### src/rtl/writeback_unit.sv
`default_nettype none
// ============================================================================
// Module   : writeback_unit
// Purpose  : Merges ALU results and buffered load data onto the single
//            register-file write port, with R0 side-channel and busy mask.
// Revision : 1.0  initial release
// ============================================================================
module writeback_unit #(
    parameter int DEPTH = 2
) (
    input  logic                   clk,
    input  logic                   reset_n,
    input  logic                   alu_valid,
    input  logic [3:0]             alu_dest,
    input  logic [15:0]            alu_data,
    input  logic                   alu_r0_en,
    input  logic [15:0]            alu_r0_data,
    input  logic                   mem_valid,
    output logic                   mem_ready,
    input  logic [3:0]             mem_dest,
    input  logic [15:0]            mem_data,
    output logic                   registerWrite,
    output logic [3:0]             regWriteLocal,
    output logic [15:0]            dataWrite,
    output logic [15:0]            r0Write,
    output logic [15:0]            busy_mask,
    output logic [$clog2(DEPTH):0] pending_cnt
);

    localparam int PW = $clog2(DEPTH);
    localparam int CW = PW + 1;
    localparam logic [CW-1:0] FULL_CNT = CW'(DEPTH);

    logic [3:0]    fifo_dest_q [DEPTH];
    logic [3:0]    fifo_dest_d [DEPTH];
    logic [15:0]   fifo_data_q [DEPTH];
    logic [15:0]   fifo_data_d [DEPTH];
    logic [PW-1:0] wr_ptr_q, wr_ptr_d;
    logic [PW-1:0] rd_ptr_q, rd_ptr_d;
    logic [CW-1:0] count_q, count_d;
    logic [15:0]   r0_shadow_q, r0_shadow_d;
    logic          reg_write_q, reg_write_d;
    logic [3:0]    reg_addr_q, reg_addr_d;
    logic [15:0]   data_write_q, data_write_d;
    logic [15:0]   r0_write_q, r0_write_d;
    logic          r0_changed_q, r0_changed_d;

    logic          push;
    logic          pop;
    logic [3:0]    head_dest;
    logic [15:0]   head_data;
    logic [DEPTH-1:0] entry_valid;

    assign mem_ready = (count_q != FULL_CNT);
    assign push      = mem_valid && mem_ready;
    assign pop       = !alu_valid && (count_q != '0);
    assign head_dest = fifo_dest_q[rd_ptr_q];
    assign head_data = fifo_data_q[rd_ptr_q];

    always_comb begin
        reg_write_d  = 1'b0;
        reg_addr_d   = reg_addr_q;
        data_write_d = data_write_q;
        r0_write_d   = r0_write_q;
        if (alu_valid) begin
            reg_write_d = 1'b1;
            reg_addr_d  = alu_dest;
            if (alu_dest == 4'd0) begin
                // A write to R0 itself: the R0 lane and the data lane must agree.
                data_write_d = alu_r0_en ? alu_r0_data : alu_data;
                r0_write_d   = alu_r0_en ? alu_r0_data : alu_data;
            end else begin
                data_write_d = alu_data;
                r0_write_d   = alu_r0_en ? alu_r0_data : r0_shadow_q;
            end
        end else if (pop) begin
            reg_write_d  = 1'b1;
            reg_addr_d   = head_dest;
            data_write_d = head_data;
            r0_write_d   = (head_dest == 4'd0) ? head_data : r0_shadow_q;
        end
        r0_shadow_d  = reg_write_d ? r0_write_d : r0_shadow_q;
        r0_changed_d = reg_write_d && (r0_write_d != r0_shadow_q);
    end

    always_comb begin
        fifo_dest_d = fifo_dest_q;
        fifo_data_d = fifo_data_q;
        if (push) begin
            fifo_dest_d[wr_ptr_q] = mem_dest;
            fifo_data_d[wr_ptr_q] = mem_data;
        end
        wr_ptr_d = push ? wr_ptr_q + 1'b1 : wr_ptr_q;
        rd_ptr_d = pop  ? rd_ptr_q + 1'b1 : rd_ptr_q;
        case ({push, pop})
            2'b10:   count_d = count_q + 1'b1;
            2'b01:   count_d = count_q - 1'b1;
            default: count_d = count_q;
        endcase
    end

    for (genvar gi = 0; gi < DEPTH; gi++) begin : g_entry_valid
        logic [PW-1:0] offset;
        assign offset          = PW'(gi) - rd_ptr_q;
        assign entry_valid[gi] = ({1'b0, offset} < count_q);
    end

    always_comb begin
        busy_mask = '0;
        for (int i = 0; i < DEPTH; i++) begin
            if (entry_valid[i]) begin
                busy_mask[fifo_dest_q[i]] = 1'b1;
            end
        end
        if (reg_write_q) begin
            busy_mask[reg_addr_q] = 1'b1;
        end
        if (r0_changed_q) begin
            busy_mask[0] = 1'b1;
        end
    end

    always_ff @(posedge clk or negedge reset_n) begin
        if (!reset_n) begin
            for (int i = 0; i < DEPTH; i++) begin
                fifo_dest_q[i] <= '0;
                fifo_data_q[i] <= '0;
            end
            wr_ptr_q     <= '0;
            rd_ptr_q     <= '0;
            count_q      <= '0;
            r0_shadow_q  <= '0;
            reg_write_q  <= 1'b0;
            reg_addr_q   <= '0;
            data_write_q <= '0;
            r0_write_q   <= '0;
            r0_changed_q <= 1'b0;
        end else begin
            fifo_dest_q  <= fifo_dest_d;
            fifo_data_q  <= fifo_data_d;
            wr_ptr_q     <= wr_ptr_d;
            rd_ptr_q     <= rd_ptr_d;
            count_q      <= count_d;
            r0_shadow_q  <= r0_shadow_d;
            reg_write_q  <= reg_write_d;
            reg_addr_q   <= reg_addr_d;
            data_write_q <= data_write_d;
            r0_write_q   <= r0_write_d;
            r0_changed_q <= r0_changed_d;
        end
    end

    assign registerWrite = reg_write_q;
    assign regWriteLocal = reg_addr_q;
    assign dataWrite     = data_write_q;
    assign r0Write       = r0_write_q;
    assign pending_cnt   = count_q;

endmodule
`default_nettype wire

### config.mk
export PLATFORM = sky130hd
export DESIGN_NAME = writeback_unit
export DESIGN_NICKNAME = d
export VERILOG_FILES = /design/src/rtl/writeback_unit.sv
export SDC_FILE = /design/constraint.sdc
export NUM_CORES = 1
export LEC_CHECK = 0
export BUFFER_PORTS_ARGS = -buffer_cell sky130_fd_sc_hd__buf_2
export CORE_MARGIN = 8
export CORE_UTILIZATION = 35
export CTS_CLUSTER_DIAMETER = 100
export DETAILED_ROUTE_END_ITERATION = 6
export HOLD_SLACK_MARGIN = 0.08
export PLACE_DENSITY = 0.61
export SLEW_MARGIN = 10
export SYNTH_ARGS = -nofsm -noshare
export SYNTH_HDL_FRONTEND = slang
export SYNTH_SLANG_ARGS = --single-unit
export TNS_END_PERCENT = 30
### constraint.sdc
create_clock -name clk -period 3.05 [get_ports clk]
set_clock_uncertainty 0.1 [all_clocks]
set_input_delay 0.4575 -clock clk [delete_from_list [all_inputs] [get_ports clk]]
set_output_delay 0.4575 -clock clk [all_outputs]
set_load 0.1 [all_outputs]
==> run_results.csv <==
group,metric,value,unit
yosys,yosys.area.top_type_share,42.1,%
final_layout,synthToLayoutAreaGrowth,26.0,%
timing,fmax,355,MHz
clock_network,cts_made_buffers,9,
timing,maxSlewViolCount,0,
placement,gp_congestion,0.939,
routing,antenna_left,0,
timing,setup_viol,0,
timing,setup_slack,0.229,ns
global_route,grt_pass1_wl,31.2,mm
die,coreArea,16400,sq um
yosys,yosysWarnings,0,
routing,drtIter0Drc,482,
die,ios,117,
timing,slew_headroom,57.0,%
die,die_h,145,um
setup_path,max_stage_delay,0.51,ns
yosys,netlist_instances,632,
routing,drt-total-wl,19.7,mm
yosys,syn_avg_cell_area,9.21,sq um
yosys,synth-edff-count,0,
clock_network,htree_levels,3,
status,status,"finished, final reports clean",
routing,num_vias,5418,
global_route,grt_max_degree,41,
yosys,seq_area_frac_synth,42.1,%
setup_path,required,2.49,ns
yosys,synth_fp_nets,694,
setup_path,cp_max_fo,11,
yosys,syn_area,5820,sq um
clock_network,clkSinkCount,98,
final_layout,nets,812,
die,initial_core_util,35.5,%
routing,viasPerCell,5.56,
clock_network,clockBufferDepth,2,
placement,detailed_place_hpwl,15.1,mm
routing,wl_per_cell,20.2,um
routing,drcViolationCount,0,
setup_path,cp.arrival,2.26,ns
global_route,grt_pass1_vias,5499,
clock_network,postCtsSetupBuffers,0,
global_route,antenna_found_initial,0,
die,rows,47,
yosys,async_reset_ff_share,100,%
yosys,ys_top_cells_by_area,"dfrtp_1, mux2_2, mux2i_1, nand2_1, a21oi_1",
yosys,synth_largest_area_cell,"dfrtp_1",
placement,portBuffers,116,
final_layout,insertedDiodeCount,0,
worst_hold_path,min_path_type,"in -> reg",
timing,hold_viol,0,
setup_path,crit_chain,"buf_4 > inv_1 > a21o_1 > nand3b_1 > o311ai_2 > buf_12",
setup_path,start_kind,"flop",
setup_path,cp_slowest_cell,"dfrtp_2",
final_layout,layout-drive-gt1-share,29.6,%
global_route,track_usage,18.5,%
placement,pre_cts_ws,0.280,ns
clock_network,cts_tree,"yes",
yosys,synth_most_common_cell,"dfrtp_1",
setup_path,crit_type,"reg -> out",
clock_network,clock_latency,0.35,ns
yosys,synth_cell_types,57,
timing,min_period,2.82,ns
job,drv_cap,0,
final_layout,final_area,7330,sq um
yosys,ys_top_cells_by_count,"dfrtp_1, nand2_1, a21oi_1, mux2i_1, nor2_1",
die,dieWidth,145,um
setup_path,cp-end-kind,"primary output",
placement,dpl_cell_area,7030,sq um
clock_network,cts-root-buf,"clkbuf_16",
yosys,synth_seq_cells,98,
die,dieArea,21000,sq um
global_route,grt.overflow.total,0,
routing,drt_first_pass_iters,5,
timing,period_share,92.5,%
clock_network,cts.reportedPaths.clkPinSlew,0.07,ns
yosys,synth_ff_type,"dfrtp_1",
timing,tightestPinTransition,0.640,ns
timing,rsz0062_at_grt,"false",
flip-flops by register name, indices dropped and copies added, names as in the netlist:
name           flops
dataWrite         16
fifo_data_q       32
fifo_dest_q        8
pending_cnt        2
r0Write           16
r0_changed_q       1
r0_shadow_q       16
rd_ptr_q           1
regWriteLocal      4
registerWrite      1
wr_ptr_q           1
cell type report:
class | count | area, sq um
Timing Repair Buffer | 149 | 1100
Inverter | 10 | 37.5
Clock inverter | 5 | 56.3
Clock buffer | 10 | 229
Fill cell | 1614 | 9080
Tap cell | 220 | 275
Multi-Input combinational cell | 482 | 3170
Sequential cell | 98 | 2460
placed cells by master (no fill, tap or decap), drive strengths merged, types with 2 or more instances in the layout:
master	Yosys	layout
nand2b	9	9
a221oi	15	15
a21oi	50	50
or3	4	4
nor4	15	15
nor3b	2	2
o211ai	9	9
xor2	2	2
o311ai	2	2
dfrtp	98	98
or4	3	3
nand2	89	89
a31oi	3	3
a32oi	4	4
and2	2	2
mux2i	47	47
buf	11	148
a22o	3	3
clkinv	0	3
a211oi	5	5
a311oi	2	2
o22ai	13	13
nand3	18	18
o31ai	2	2
nor2b	5	5
nor3	17	17
xnor2	4	4
nor2	48	48
o32ai	2	2
clkbuf	31	10
o221ai	2	2
mux2	42	42
inv	10	10
nand4	2	2
a2111oi	3	3
o21ai	39	39
a22oi	6	6
path summary, 6_finish.rpt:
check                           depth (start not counted)  slack (ns)               end            from
max in group asynchronous                               3        1.60          rd_ptr_q         reset_n
worst min register to register                          1        0.41    fifo_data_q[2]  fifo_data_q[2]
worst max register to register                         10        0.26      r0_changed_q  pending_cnt[1]
worst min-delay path                                    3        0.24  regWriteLocal[2]     alu_dest[2]
min in group asynchronous                               2        0.50      dataWrite[3]         reset_n
worst max-delay path                                    6        0.23      busy_mask[8]        rd_ptr_q
worst max-delay path, delay by kind of cell (launching register included):
| kind | cells | cell delay [ns] |
|---|---|---|
| compound gates | 2 | 0.63 |
| flops | 1 | 0.51 |
| buf+inv | 3 | 0.50 |
| simple gates | 1 | 0.26 |
what timing repair did:
action / 4_1_cts / 5_1_grt
resized for setup: 0 / 1
setup endpoints to repair: 0 / 6
hold buffers: 1 / 0
hold endpoints to repair: 31 / 0
per-stage QoR:
stage / cells / hold slack, ns / utilization, % / setup TNS [ns]
floorplan: 632 / 0.0619 / - / -0.585
CTS: 974 / 0.234 / 44.7 / 0
finish: 974 / 0.243 / 44.7 / 0
detailed placement: 958 / 0.347 / 42.9 / 0
global route: 974 / 0.242 / 44.7 / 0
global placement: 958 / 0.347 / 42.9 / 0
kinds of logic (layout without fill, tap and decap cells):
kind of cell / count (synthesis) / count (layout) / share of synthesized area, %
DFF: 98 / 98 / 42.1
and+or+nand+nor: 220 / 220 / 18.3
adders and majority gates: 1 / 1 / 0.215
xor gates and xnor gates: 6 / 6 / 0.903
muxes: 89 / 89 / 16.2
buffers and inverters: 52 / 174 / 3.85
AOI/OAI and AO/OA: 166 / 166 / 18.4
layer usage:
| layer | global-route usage (%) | routed length (um) | vias to the layer above |
|---|---|---|---|
| met4 | 6.37 | 470 | 0 |
| met5 | 0 | 0 | - |
| met1 | 23.7 | 8740 | 2592 |
| met2 | 30.4 | 9370 | 223 |
| li1 | - | - | 2569 |
| met3 | 3.98 | 1080 | 34 |
Power is left out: the tool's default activity adds up to more than one toggle a clock period on the data nets, which glitch-free logic cannot reach.
